<file path="config.mk">
export PLATFORM = sky130hd
export DESIGN_NAME = vpe_seq_ctrl
export DESIGN_NICKNAME = d
export VERILOG_FILES = /design/src/rtl/vpe_seq_ctrl.sv
export SDC_FILE = /design/constraint.sdc
export NUM_CORES = 1
export LEC_CHECK = 0
export ABC_AREA = 1
export CAP_MARGIN = 10
export CORE_MARGIN = 1.5
export CORE_UTILIZATION = 30
export CTS_BUF_LIST = sky130_fd_sc_hd__clkbuf_8
export DETAILED_ROUTE_END_ITERATION = 16
export GPL_TIMING_DRIVEN = 0
export PLACE_DENSITY = 0.59
export SETUP_SLACK_MARGIN = 0.5
export SYNTH_ARGS = -nofsm -noshare
export SYNTH_HDL_FRONTEND = slang
export SYNTH_SLANG_ARGS = --single-unit
</file>
<file path="constraint.sdc">
create_clock -name CLK -period 5.3 [get_ports CLK]
set_input_delay 1.06 -clock CLK [delete_from_list [all_inputs] [get_ports CLK]]
set_output_delay 1.06 -clock CLK [all_outputs]
set_load 0.02 [all_outputs]
</file>
<file path="src/rtl/vpe_seq_ctrl.sv">
// vpe_seq_ctrl -- sequencer for a row of variable-processing elements (VPEs).
//
// Two jobs:
//   * Clause write: a host command selects one word line and one group of four
//     bit lines and drives the SRAM write path for exactly one cycle.
//   * Solve: clear the variable vector, then sweep the VPEs one at a time
//     (PULSE enables VPE k, CAP latches its answer). After each sweep the
//     end-of-chain SATISFY flag is checked. The solve stops on success or when
//     the sweep limit is reached, and then pulses DONE.
//
// Ports
//   CLK, RESET_N         clock, asynchronous active-low reset
//   CMD_VALID/CMD_READY  command handshake (see below)
//   CMD_OP               0 = clause write, 1 = solve, 2/3 = reserved (dropped)
//   CMD_WL, CMD_GRP      write target word line / bit-line group
//   CMD_SIGN, CMD_DATA   write literal sign, {SR, SL, SI} nibbles
//   CMD_ITER             solve sweep limit (0 behaves as 1)
//   WL_SW, WL_SIGN       word-line select and sign (write cycle only)
//   BL_EN, BL_SI/SL/SR   bit-line group enable and data (write cycle only)
//   SRAM_STATE           high during the write cycle
//   V                    broadcast variable vector
//   VUL_EN               per-VPE update enable
//   VAR_STATE, V_PRE     VPE update controls
//   STOCHASTIC_MODE      random-update strobe (stochastic build only)
//   VI_BUS, SATISFY      per-VPE updated values, all-clauses-satisfied flag
//   DONE                 one-cycle solve-complete pulse
//   SOLVED, ITER_CNT     result of the last solve
//   DBG_STATE            current FSM state, for observation only
//
// Build option: define VPE_SEQ_STOCH_EN to build the 16-bit LFSR that drives
// STOCHASTIC_MODE. Without it, STOCHASTIC_MODE is tied low.
//
// Handshake: a command transfers on the rising edge where CMD_VALID and
// CMD_READY are both high. CMD_READY depends only on the controller state
// (high in IDLE only), never on CMD_VALID. The host holds the command stable
// while CMD_VALID is high and CMD_READY is low.

module vpe_seq_ctrl #(
  parameter int NVAR   = 60,
  parameter int ITER_W = 16
) (
  input  logic              CLK,
  input  logic              RESET_N,
  input  logic              CMD_VALID,
  output logic              CMD_READY,
  input  logic [1:0]        CMD_OP,
  input  logic [5:0]        CMD_WL,
  input  logic [2:0]        CMD_GRP,
  input  logic              CMD_SIGN,
  input  logic [11:0]       CMD_DATA,
  input  logic [ITER_W-1:0] CMD_ITER,
  output logic [NVAR-1:0]   WL_SW,
  output logic              WL_SIGN,
  output logic [7:0]        BL_EN,
  output logic [31:0]       BL_SI,
  output logic [31:0]       BL_SL,
  output logic [31:0]       BL_SR,
  output logic              SRAM_STATE,
  output logic [NVAR-1:0]   V,
  output logic [NVAR-1:0]   VUL_EN,
  output logic              VAR_STATE,
  output logic              V_PRE,
  output logic              STOCHASTIC_MODE,
  input  logic [NVAR-1:0]   VI_BUS,
  input  logic              SATISFY,
  output logic              DONE,
  output logic              SOLVED,
  output logic [ITER_W-1:0] ITER_CNT,
  output logic [2:0]        DBG_STATE
);

  localparam int K_W = $clog2(NVAR);

  typedef enum logic [2:0] {
    IDLE  = 3'd0,
    WR    = 3'd1,
    SEED  = 3'd2,
    PULSE = 3'd3,
    CAP   = 3'd4,
    CHK   = 3'd5,
    FIN   = 3'd6
  } stateT;

  stateT             stateQ, stateD;
  logic [5:0]        wrWl;
  logic [2:0]        wrGrp;
  logic              wrSign;
  logic [11:0]       wrData;
  logic [ITER_W-1:0] iterLimit;
  logic [ITER_W-1:0] iterCnt;
  logic              solved;
  logic [NVAR-1:0]   vReg;
  logic [K_W-1:0]    varIdx;

  logic              cmdFire;
  logic              lastVar;
  logic [ITER_W-1:0] iterInc;
  logic [ITER_W-1:0] effLimit;
  logic              limitHit;

  assign cmdFire  = CMD_VALID && (stateQ == IDLE);
  assign lastVar  = (varIdx == K_W'(NVAR - 1));
  // Sweep counter saturates instead of wrapping to zero.
  assign iterInc  = (iterCnt == '1) ? iterCnt : iterCnt + ITER_W'(1);
  // A zero limit still runs one sweep.
  assign effLimit = (iterLimit == '0) ? ITER_W'(1) : iterLimit;
  assign limitHit = (iterInc >= effLimit);

  // State register
  always_ff @(posedge CLK or negedge RESET_N) begin
    if (!RESET_N) stateQ <= IDLE;
    else          stateQ <= stateD;
  end

  // Next-state logic
  always_comb begin
    stateD = stateQ;
    unique case (stateQ)
      IDLE: begin
        if (CMD_VALID) begin
          if (CMD_OP == 2'd0)      stateD = WR;
          else if (CMD_OP == 2'd1) stateD = SEED;
        end
      end
      WR:    stateD = IDLE;
      SEED:  stateD = PULSE;
      PULSE: stateD = CAP;
      CAP:   stateD = lastVar ? CHK : PULSE;
      CHK:   stateD = (SATISFY || limitHit) ? FIN : PULSE;
      FIN:   stateD = IDLE;
      default: stateD = IDLE;
    endcase
  end

  // Datapath registers
  always_ff @(posedge CLK or negedge RESET_N) begin
    if (!RESET_N) begin
      wrWl      <= '0;
      wrGrp     <= '0;
      wrSign    <= 1'b0;
      wrData    <= '0;
      iterLimit <= '0;
      iterCnt   <= '0;
      solved    <= 1'b0;
      vReg      <= '0;
      varIdx    <= '0;
    end else begin
      // Write fields are captured at acceptance so the host may move on
      // while the write cycle is in progress.
      if (cmdFire && (CMD_OP == 2'd0)) begin
        wrWl   <= CMD_WL;
        wrGrp  <= CMD_GRP;
        wrSign <= CMD_SIGN;
        wrData <= CMD_DATA;
      end
      if (cmdFire && (CMD_OP == 2'd1)) begin
        iterLimit <= CMD_ITER;
        iterCnt   <= '0;
        solved    <= 1'b0;
      end
      case (stateQ)
        SEED: begin
          vReg   <= '0;
          varIdx <= '0;
        end
        CAP: begin
          vReg[varIdx] <= VI_BUS[varIdx];
          if (!lastVar) varIdx <= varIdx + K_W'(1);
        end
        CHK: begin
          iterCnt <= iterInc;
          varIdx  <= '0;
          if (SATISFY)       solved <= 1'b1;
          else if (limitHit) solved <= 1'b0;
        end
        default: ;
      endcase
    end
  end

  // Output decode; everything is zero unless the current state drives it.
  always_comb begin
    WL_SW      = '0;
    WL_SIGN    = 1'b0;
    BL_EN      = '0;
    BL_SI      = '0;
    BL_SL      = '0;
    BL_SR      = '0;
    SRAM_STATE = 1'b0;
    VUL_EN     = '0;
    VAR_STATE  = 1'b0;
    case (stateQ)
      WR: begin
        SRAM_STATE = 1'b1;
        // The shift runs off the top of the vector for word lines >= NVAR,
        // so no word line is selected in that case.
        WL_SW      = NVAR'(1) << wrWl;
        WL_SIGN    = wrSign;
        BL_EN      = 8'd1 << wrGrp;
        BL_SI      = 32'(wrData[3:0])  << {wrGrp, 2'b00};
        BL_SL      = 32'(wrData[7:4])  << {wrGrp, 2'b00};
        BL_SR      = 32'(wrData[11:8]) << {wrGrp, 2'b00};
      end
      SEED: begin
        VUL_EN    = '1;
        VAR_STATE = 1'b1;
      end
      PULSE: VUL_EN = NVAR'(1) << varIdx;
      default: ;
    endcase
  end

  assign CMD_READY = (stateQ == IDLE);
  assign DONE      = (stateQ == FIN);
  assign V_PRE     = 1'b0;
  assign V         = vReg;
  assign SOLVED    = solved;
  assign ITER_CNT  = iterCnt;
  assign DBG_STATE = stateQ;

`ifdef VPE_SEQ_STOCH_EN
  // Fibonacci LFSR, x^16 + x^14 + x^13 + x^11 + 1, free-running.
  logic [15:0] lfsr;

  always_ff @(posedge CLK or negedge RESET_N) begin
    if (!RESET_N) lfsr <= 16'hACE1;
    else          lfsr <= {lfsr[0] ^ lfsr[2] ^ lfsr[3] ^ lfsr[5], lfsr[15:1]};
  end

  assign STOCHASTIC_MODE = (stateQ == PULSE) && (lfsr[3:0] == 4'd0);
`else
  assign STOCHASTIC_MODE = 1'b0;
`endif

endmodule

</file>
==> results.md <==
- Port Buf Inserts: 412
- Pin count of the biggest net entering global routing: 90
- Die H: 176 um
- Maximum buffer depth of the clock tree: 2
- I/O Pins: 415
- Num rows: 63
- CP endpoint kind: output pin
- RSZ-0062 raised after global routing: false
- Place WS: 1.21 ns
- Average size of a mapped cell: 6.13 um^2
- # diodes: 0
- Worst Path Arrival: 3.39 ns
- Post-synth top flop: dfrtp_1
- Max-slew violation count: 0
- Peak VDD IR: 145 uV
- Layout area overhead: 56.0%
- Slew headroom: 0.441
- Synth area leader: dfrtp_1
- CP Launch Type: flip-flop
- Worst-path maximum fanout: 10
- Max Cap Viol: 0
- Final setup viols: 0
- Core Area: 29600 um^2
- Die Width: 176 um
- First-pass GRT wire length: 58.3 mm
- Worst setup margin: 0.846 ns
- Starting Density: 0.303
- Overall die area: 30900 um^2
- Syn Std Cell Area: 8970 um^2
- TNS Setup: 0 ns
- Sequential share of the synthesized area: 0.346
- Cell count after placement: 2267
- Period Utilization, post-route: 0.840
- Leakage: 6.05 nW
- CP required: 4.24 ns
- Yosys reg bits: 124
- Number of flops mapped to enable cells by yosys: 0
- Result of the run: finished clean
- Util after Layout: 0.473
- Final Power: 2.75 mW
- Distinct cells, synth: 35
- Drt wl/cell: 17.1 um
- Initial antenna violation count: 1
- Hold-fix buffers at CTS: 0
- Cell Count, Final, Fillers Out: 2299
- Gpl congestion: 0.996
- Final hold vios: 0
- Synth area leaders: dfrtp_1, nand2_1, nor2_1, inv_1, a21oi_1
- CTS tree: built
- Post-synth top cells: nand2_1, nor2_1, inv_1
- Post-synth top area share: 0.346
- Layout Nets: 2024
- Final Skew: 0.0131 ns
- H-tree levels: 4
- Worst skew pair latency: 0.45 ns
- Root Driver: clkbuf_8
- Clock sink count: 124
- Worst-Margin Slew: 0.835 ns
- Via count: 10896
- HPWL after DPL: 31.3 mm
- Syn Inst Count: 1463
- Reg2reg setup slack: 2.26 ns
- Pwr/cell area: 196 nW/um^2
- Synth async-reset ratio: 1.00
- CP Class: reg2out
- Count leader, synth: nand2_1
- Routed wire length: 39.2 mm
- Inserted Clock Buffers: 17
- DRT Pass-1 Iters: 5
- Post-CTS setup buffer count: 0
- Tmin final: 4.45 ns
- Vias in the first global route: 9889
- Antenna Nets Post-Route: 0
- Clk pin slew, worst setup/hold paths: 0.08 ns
- Worst min path class: reg2reg
- Fmax: 0.225 GHz
- Global router's overall resource usage: 0.246
- Vias per inst: 4.74
- DRT iter0 DRCs: 861
- DRC viols: 0
- Share of cells above drive strength 1: 0.0335
- Yosys warning count: 0
- Grt total ovfl: 0
==> cell type report <==
| type | instances | area (um^2) |
|---|---|---|
| fill | 3053 | 15600 |
| clock inverter | 15 | 141 |
| multi-input combinational | 1078 | 4840 |
| buffer | 77 | 338 |
| tap | 390 | 488 |
| inverter | 185 | 694 |
| sequential | 124 | 3100 |
| timing repair buffer | 413 | 4150 |
| clock buffer | 17 | 234 |
==> per-layer routing <==
metal | GRT usage | up-vias | wire length, um
met5 | 0 | - | 13
met4 | 0.0694 | 2 | 754
met3 | 0.0537 | 40 | 2680
met2 | 0.388 | 340 | 17900
met1 | 0.336 | 5112 | 17900
li1 | - | 5402 | -
==> kinds of logic after synthesis <==
group | share of synthesized area
DFF | 0.346
adders and majority gates | 0.0335
xor gates and xnor gates | 0.00781
other | 0.000418
buffers and inverters | 0.115
and+or+nand+nor | 0.383
AOI/OAI and AO/OA | 0.115
==> sequential cells by signal, indices dropped and copies added, names as in the netlist <==
name       count
wrGrp          3
varIdx         6
SOLVED         1
ITER_CNT      16
wrSign         1
iterLimit     16
V             60
wrWl           6
wrData        12
DBG_STATE      3
==> report_power, final <==
group | switching [mW] | leakage [nW] | internal (mW)
registers | 0.0383 | 1.67 | 1.03
logic | 0.570 | 4.20 | 0.284
clock network | 0.445 | 0.183 | 0.378
==> metrics by stage <==
stage                     hold slack [ns]  cell area, um^2
after floorplan                     0.505             8970
after CTS                           0.489            14000
final                               0.488            14000
after global routing                0.504            14000
after global placement              0.466            13600
after detailed placement            0.468            13600
==> path summary, 6_finish.rpt <==
path,startpoint,end,cells past startpoint
max,DBG_STATE[1]$_DFFE_PN0P_,BL_SR[3],11
min,V[17]$_DFFE_PN0P_,V[17]$_DFFE_PN0P_,2
max reg2reg,ITER_CNT[0]$_DFFE_PN0P_,DBG_STATE[2]$_DFFE_PN0P_,18
min reg2reg,V[17]$_DFFE_PN0P_,V[17]$_DFFE_PN0P_,2
max in group asynchronous,RESET_N,wrData[9]$_DFFE_PN0P_,2
min in group asynchronous,RESET_N,ITER_CNT[10]$_DFFE_PN0P_,1
==> layout by cell type (no fill, tap or decap), types with 24 or more instances in the layout <==
cell type and count:
dfrtp_1 124, nand3_1 61, inv_1 162, ha_1 24, o211ai_1 31, nand2_1 399
clkbuf_1 54, a21oi_1 76, clkdlybuf4s50_1 411, o21ai_0 63, nor2_1 345
==> worst max-delay path, cell delays in order, from the launching register on <==
cell and delay [ns]:
dfrtp_1 0.43, inv_1 0.09, nand2_1 0.09, nor2_2 0.30, inv_1 0.17, nor2_1 0.12, inv_1 0.09, nor2_1 0.22
inv_1 0.11, clkbuf_1 0.33, nor2_1 0.34, clkdlybuf4s50_1 0.67
==> timing repair <==
item / 4_1_cts / 5_1_grt
hold endpoints to repair: 0 / 0
gates resized for setup: 0 / 1
setup endpoints to repair: 0 / 1
(Power assumes the default switching activity.)
